## config.mk

```make
export PLATFORM = sky130hd
export DESIGN_NAME = msk_share_fifo
export DESIGN_NICKNAME = d
export VERILOG_FILES = /design/src/rtl/msk_share_fifo_pkg.sv /design/src/rtl/msk_fifo_slot.sv /design/src/rtl/msk_share_fifo.sv
export SDC_FILE = /design/constraint.sdc
export NUM_CORES = 1
export LEC_CHECK = 0
export ABC_AREA = 1
export CORE_ASPECT_RATIO = 0.7
export CORE_MARGIN = 10
export CORE_UTILIZATION = 43
export CTS_CLUSTER_SIZE = 30
export DETAILED_ROUTE_END_ITERATION = 16
export MAX_ROUTING_LAYER = met4
export PLACE_DENSITY = 0.72
export SETUP_SLACK_MARGIN = 0.1
export SYNTH_ARGS = -nofsm -noshare
export SYNTH_HDL_FRONTEND = slang
export SYNTH_SLANG_ARGS = --single-unit
```

## constraint.sdc

```tcl
create_clock -name clk -period 4.1 [get_ports clk]
set_clock_uncertainty 0.05 [all_clocks]
set_input_delay 0.41 -clock clk [delete_from_list [all_inputs] [get_ports clk]]
set_output_delay 0.41 -clock clk [all_outputs]
set_load 0.02 [all_outputs]
```

## src/rtl/msk_share_fifo_pkg.sv

```systemverilog
// Shared masked-gadget definitions: slot select encoding and width helpers
// used by the masked share FIFO and its slot registers.
package msk_share_fifo_pkg;

   typedef enum logic [1:0] {
      SEL_HOLD = 2'd0,
      SEL_NEXT = 2'd1,
      SEL_IN   = 2'd2,
      SEL_ZERO = 2'd3
   } slot_sel_e;

   function automatic int sharing_width(input int count, input int d);
      return count * d;
   endfunction

   function automatic int level_width(input int depth);
      return $clog2(depth + 1);
   endfunction

endpackage

```

## src/rtl/msk_fifo_slot.sv

```systemverilog
// One sharing-wide slot register with a share-wise hold/next/in/zero select.
// Masked mux-register composition: the select is non-sensitive control only.
module msk_fifo_slot
   import msk_share_fifo_pkg::*;
#(
   parameter int W = 16
) (
   input  logic           clk,
   input  logic           rst_n,
   input  slot_sel_e      sel_i,
   input  logic [W-1:0]   next_i,
   input  logic [W-1:0]   in_i,
   output logic [W-1:0]   q_o
);

   logic [W-1:0] q_q;
   logic [W-1:0] q_d;

   // Each share bit is selected independently; no bit ever combines with another.
   always_comb begin
      q_d = q_q;
      case (sel_i)
         SEL_HOLD: q_d = q_q;
         SEL_NEXT: q_d = next_i;
         SEL_IN:   q_d = in_i;
         SEL_ZERO: q_d = '0;
         default:  q_d = q_q;
      endcase
   end

   always_ff @(posedge clk) begin
      if (!rst_n) begin
         q_q <= '0;
      end else begin
         q_q <= q_d;
      end
   end

   assign q_o = q_q;

endmodule

```

## src/rtl/msk_share_fifo.sv

```systemverilog
// Masked shift-register FIFO: head is always slot 0, vacated slots are zeroed,
// and all selects derive only from level, push, pop and flush.
module msk_share_fifo
   import msk_share_fifo_pkg::*;
#(
   parameter int d     = 2,
   parameter int count = 32,
   parameter int DEPTH = 4
) (
   input  logic                                   clk,
   input  logic                                   rst_n,
   input  logic                                   flush,
   input  logic                                   in_valid,
   output logic                                   in_ready,
   input  logic [sharing_width(count, d)-1:0]     in_data,
   output logic                                   out_valid,
   input  logic                                   out_ready,
   output logic [sharing_width(count, d)-1:0]     out_data,
   output logic [level_width(DEPTH)-1:0]          level
);

   localparam int W  = sharing_width(count, d);
   localparam int LW = level_width(DEPTH);

   logic [LW-1:0] level_q;
   logic [LW-1:0] level_d;
   logic          push;
   logic          pop;

   slot_sel_e     slot_sel  [DEPTH];
   logic [W-1:0]  slot_q    [DEPTH];
   logic [W-1:0]  slot_next [DEPTH];

   assign in_ready  = (level_q < LW'(DEPTH)) & ~flush;
   assign out_valid = (level_q != '0);
   assign push      = in_valid & in_ready;
   assign pop       = out_valid & out_ready;

   // On push+pop the new word lands one below the current level because of the shift.
   always_comb begin
      for (int k = 0; k < DEPTH; k++) begin
         slot_sel[k] = SEL_HOLD;
         if (flush) begin
            slot_sel[k] = SEL_ZERO;
         end else if (pop) begin
            if (push && (level_q == LW'(k + 1))) begin
               slot_sel[k] = SEL_IN;
            end else if (k == DEPTH - 1) begin
               slot_sel[k] = SEL_ZERO;
            end else begin
               slot_sel[k] = SEL_NEXT;
            end
         end else if (push && (level_q == LW'(k))) begin
            slot_sel[k] = SEL_IN;
         end
      end
   end

   always_comb begin
      level_d = level_q;
      if (flush) begin
         level_d = '0;
      end else if (push && !pop) begin
         level_d = level_q + LW'(1);
      end else if (pop && !push) begin
         level_d = level_q - LW'(1);
      end
   end

   always_ff @(posedge clk) begin
      if (!rst_n) begin
         level_q <= '0;
      end else begin
         level_q <= level_d;
      end
   end

   for (genvar gi = 0; gi < DEPTH; gi++) begin : g_slot
      if (gi < DEPTH - 1) begin : g_mid
         assign slot_next[gi] = slot_q[gi + 1];
      end else begin : g_last
         assign slot_next[gi] = '0;
      end

      msk_fifo_slot #(
         .W (W)
      ) u_slot (
         .clk    (clk),
         .rst_n  (rst_n),
         .sel_i  (slot_sel[gi]),
         .next_i (slot_next[gi]),
         .in_i   (in_data),
         .q_o    (slot_q[gi])
      );
   end

   assign out_data = slot_q[0];
   assign level    = level_q;

endmodule

```

Word-level counts from Yosys, hierarchy flattened
Cells that the tools add are included.

Register bits: 259. Output and inout bits: 69. Word-level logic and storage cells: 69.

Add/subtract/negate cells: 2. Magnitude comparators: 1. Equal/unequal tests: 16. Mux-type cells: 22. Bitwise gates (word level): 5. Reductions and logical operators: 18.

Operators by type and width (number): one-hot mux 64 bit (3 select lines) (3); one-hot mux 64 bit (2 select lines) (1); 2-to-1 mux 2 bit (15); == test 2 bit, second input constant (8); == test 2 x 1 -> 1 bit, second input constant (4); logical NOT 2 bit (4); logical AND 1 bit (7); == test 3 x 2 -> 1 bit, second input constant (2); 2-to-1 mux 3 bit (2); OR reduction 2 bit (2); adder 3 x 1 -> 3 bit, second input constant (1); AND 1 bit (3); == test 3 x 1 -> 1 bit, second input constant (1); == test 3 bit, second input constant (1); logical NOT 3 bit (1); < comparator 3 bit, second input constant (1); nonzero test 3 bit (1); subtractor 3 x 1 -> 3 bit, second input constant (1); logical NOT 1 bit (2); NOT 1 bit (2); nonzero test 2 bit (1); 2-to-1 mux 1 bit (1).

Longest topological paths before layout
Depth after elaboration: 10. Gate-level depth with buffers: 13. Depth with buffers taken out: 11.

By module
Synthesis repeated with hierarchy kept, for this count alone.

Cell total of the unflattened synthesis: 2019. Area, all modules: 13909.6 sq um.

By module, submodules not included: msk_fifo_slot (instances 4, cells each 490, area each 3385.7 sq um, sequential area each 1281.2 sq um); msk_share_fifo (instances 1, cells each 59, area each 366.6 sq um, sequential area each 60.1 sq um).

Least setup slack after synthesis
No wires, ideal clock.

Path kind: flip-flop to flip-flop. Start: register level_q[0] (netlist: level[0]). End: register g_slot[2].u_slot.q_q[0]. Library setup time: 0.109 ns. Arrival time: 1.942 ns. Data required time: 3.941 ns. Slack: 1.999 ns. Stages on the path, launching flop included: 13. Path buffers: 2. Cell sequence: dfxtp_1 > inv_1 > ha_1 > nand2_2 > nand2_2 > nand2_2 > inv_2 > nand2_1 > buf_4 > clkbuf_1 > nand3_1 > nand2_1 > inv_1.

Elaborated cells on any way between the ends: 18.

RTL lines: start, declared (RTL line msk_share_fifo.sv:25) `logic [LW-1:0] level_q;`; start signal, assigned (RTL line msk_share_fifo.sv:74) `level_q <= level_d;`; nonzero test 3 bit (*) (RTL line msk_share_fifo.sv:35) `assign out_valid = (level_q != '0);`; named net out_valid (RTL line msk_share_fifo.sv:16) `output logic out_valid,`; AND 1 bit (*) (RTL line msk_share_fifo.sv:37) `assign pop = out_valid & out_ready;`; 2-to-1 mux 2 bit (*) (RTL line msk_share_fifo.sv:45) `end else if (pop) begin`; 2-to-1 mux 2 bit (*) (RTL line msk_share_fifo.sv:43) `if (flush) begin`; == test 2 bit / == test 2 x 1 -> 1 bit (equally long branches) (RTL line msk_fifo_slot.sv:22) `case (sel_i)`; one-hot mux 64 bit (3 select lines) (RTL line msk_fifo_slot.sv:22); end signal, assigned (RTL line msk_fifo_slot.sv:35) `q_q <= q_d;`; end, declared (RTL line msk_fifo_slot.sv:16) `logic [W-1:0] q_q;`.

Mark *: on every way through the listed nets, which the timed path passes. The rest lies on a longest branch. A chain may end at the register's enable or synchronous reset.

Worst setup path in the final report
Start: register level_q[1] (netlist: level[1]). End: register g_slot[0].u_slot.q_q[22].

Longest elaborated chain between the ends: 9. Elaborated cells on any way between the ends: 18.

RTL lines: < comparator 3 bit (RTL line msk_share_fifo.sv:34) `assign in_ready = (level_q < LW'(DEPTH)) & ~flush;`; AND 1 bit (RTL line msk_share_fifo.sv:34); AND 1 bit (RTL line msk_share_fifo.sv:36) `assign push = in_valid & in_ready;`; logical AND 1 bit (on tied branches) (RTL line msk_share_fifo.sv:46, msk_share_fifo.sv:53); 2-to-1 mux 2 bit (on tied branches) (RTL line msk_share_fifo.sv:46, msk_share_fifo.sv:53); 2-to-1 mux 2 bit (*) (RTL line msk_share_fifo.sv:45); 2-to-1 mux 2 bit (*) (RTL line msk_share_fifo.sv:43); == test 2 bit / == test 2 x 1 -> 1 bit (equally long branches) (RTL line msk_fifo_slot.sv:22); one-hot mux 64 bit (3 select lines) (RTL line msk_fifo_slot.sv:22); end signal, assigned (RTL line msk_fifo_slot.sv:35); end, declared (RTL line msk_fifo_slot.sv:16).

Mark *: on every way between the ends. The rest lies on a longest branch, timed or not.

==> metrics.txt <==
status=complete, no violations; Req. time, crit path=4.49 ns; initial core utilization=44.1%; sw frac=30.2%; CTS max path bufs=3; Logic pwr share=20.1%; Synth Register Bits=259; Vias=13,223; number of synthesized flops with an enable pin=0; Post-Synthesis Cells=1,953; CP Capture Type=flop; Top-Level Pins=138; sequential power share=41.3%; FF-to-FF path depth=10; CP Class=reg -> reg; pin count of the biggest net entering global routing=193; GPL Wtd Cong=0.827; filler instances=2,850; Hold WS=0.412 ns; synth warn=0; WL final=40.4 mm; Most used DFF post-synth=dfxtp_1; GRT Util Overall=21.6%; First-pass DRT Iterations=5; H-tree levels=1; clk slew on worst S/H paths=0.06 ns; Core Area=29,200 µm²; Slew Viols, Final=0; non-filler cells, final=2,378; Overall Power=6750 µW; placed cell count=2,329; die extent in x=227 µm; asr flop ratio synth=0%; count of final setup violators=0; Hold Crit Depth=2; most common cell after layout, fill and taps aside=nand3_1; worst r2r src=level[1]; reg2reg end=g_slot[0].u_slot.q_o[22]; Placed Area=14,300 µm²; internal power=4710 µW; Crit Path Max Fanout=39; first-pass GRT wire length=65.3 mm; final net count=2,055; CTS Sinks=259; initial antenna violation count=1; final instance area=15,300 µm²; layout cells sized above 1=4.85%; Final Hold Viols=0; Port Buffers=137; Remaining Overflow, GRT=0; Leakage=0.00769 µW; CTS Buf Count=26; MaxCap Viol Count=0; Avg Inst Size Synth=6.59 µm²; Via density=5.56; Worst Setup Start Kind=flop; RSZ-0062 raised after global routing=no; initial drt markers=1,490; pwr/cell area=442 nW/µm²; Slew Limit Headroom=33.9%; fmax=353 MHz; vias in the first global route=12,267; wire per inst=17.0 µm; CTS tree=done; worst hold start=g_slot[3].u_slot.q_o[28]; Seq/Total Area, Yosys=40.3%; Post-CTS Setup Repair Bufs=0; Hold EP=g_slot[3].u_slot.q_o[28]; class of the worst hold path=reg -> reg; post-route ant nets=0; DP HPWL=23.9 mm; VDD IR max=0.255 mV; P_sw=2030 µW; chip height=165 µm; setup tns final=0 ns; clk root buf=clkbuf_16; row cnt=52; DRC=0; synth unique cells=24; fin crit share=69.1%; highest-count cells in the layout ignoring fill and taps=574 x nand3_1, 328 x nand2_1, 327 x inv_1; PostCTS Resize Cnt=0; Tightest Pin Transition=0.990 ns; FF-to-FF setup slack=1.27 ns; Hold Buf Count CTS=0; die area=37,400 µm²; WP data arrival=3.22 ns; clock network latency to the later pin of the worst-skew pair=0.54 ns; Synth Cell Area=12,900 µm²; Final min period=2.83 ns; Syn Nets=2,029; Area Growth Syn to Fin=18.5%; clock network power share=38.6%
## kinds of logic (layout without fill, tap and decap cells)
family | after synthesis | count (layout) | synth area share [%]
AOI/OAI and AO/OA | 202 | 202 | 7.98
other | 0 | 1 | 0
adders and majority gates | 7 | 7 | 0.680
and+or+nand+nor | 984 | 984 | 35.7
buffers and inverters | 499 | 545 | 15.2
xor gates and xnor gates | 2 | 2 | 0.136
DFF | 259 | 259 | 40.3
## synthesized netlist by cell type, types with 2 or more instances
| master | instances | share of area, % |
|---|---|---|
| a21oi_1 | 66 | 2.6 |
| buf_1 | 12 | 0.35 |
| buf_2 | 66 | 2.6 |
| buf_4 | 2 | 0.12 |
| clkbuf_1 | 87 | 2.5 |
| dfxtp_1 | 259 | 40 |
| ha_1 | 7 | 0.68 |
| inv_1 | 329 | 9.6 |
| inv_2 | 3 | 0.087 |
| nand2_1 | 336 | 9.8 |
| nand2_2 | 4 | 0.19 |
| nand3_1 | 576 | 22 |
| nand4_1 | 62 | 3.0 |
| nor2_1 | 3 | 0.087 |
| o21ai_0 | 90 | 3.5 |
| o21ai_1 | 43 | 1.7 |
## worst max-delay path, stage by stage (launching register included)
cell and delay, ns:
dfxtp_1 0.38, inv_1 0.15, ha_1 0.24, nand2_2 0.11
nand2_2 0.17, nand3_2 0.78, buf_4 0.53, nand3_1 0.11
nand3_1 0.08, nand2_1 0.07, inv_1 0.05
## cell type report
cell class                 instances  area, µm²  area share [%]
antenna                            1       2.50          0.0164
multi-input combinational       1195       5770            37.8
timing repair buffer             165       1640            10.8
clock buffer                      33        728            4.77
inverter                         332       1250            8.19
sequential                       259       5180            34.0
clock inverter                    15        205            1.35
tap                              378        473            3.10
## worst max-delay path by stage
stage,start,to,depth (start not counted)
5_1_grt,level[1],g_slot[2].u_slot.q_o[47],12
6_report,level[1],g_slot[0].u_slot.q_o[22],10
4_1_cts,level[1],g_slot[0].u_slot.q_o[22],10
2_1_floorplan,level[0],g_slot[2].u_slot.q_o[0],12
3_5_place_dp,flush,g_slot[0].u_slot.q_o[22],10
3_3_place_gp,flush,g_slot[1].u_slot.q_o[54],10
## state kept, by name, summed over array words and instances (netlist names)
signal	count
g_slot.u_slot.q_o	256
level	3
## metrics by stage
step           setup WS [ns]  util (%)
2_1_floorplan           2.00         -
3_3_place_gp            1.25      49.0
3_5_place_dp            1.15      49.0
4_1_cts                 1.30      52.2
5_1_grt                 1.11      52.2
6_report                1.27      52.2
## power by group through the flow
stage	combinational, µW	sequential, µW	clock (µW)
after floorplan	816	2880	0
after global placement	1320	2830	0
after detailed placement	1340	2840	0
after CTS	1350	2780	2660
after global routing	1500	2800	2760
final	1360	2780	2610
## layer usage
layer | wire length, µm | share of wire, % | global-route usage, %
met2 | 18600 | 46 | 34.1
met1 | 18200 | 45 | 28.6
met5 | 0 | 0 | -
met4 | 877 | 2.2 | 5.87
met3 | 2690 | 6.7 | 2.92
No activity file was read; power rests on OpenSTA's default activity.
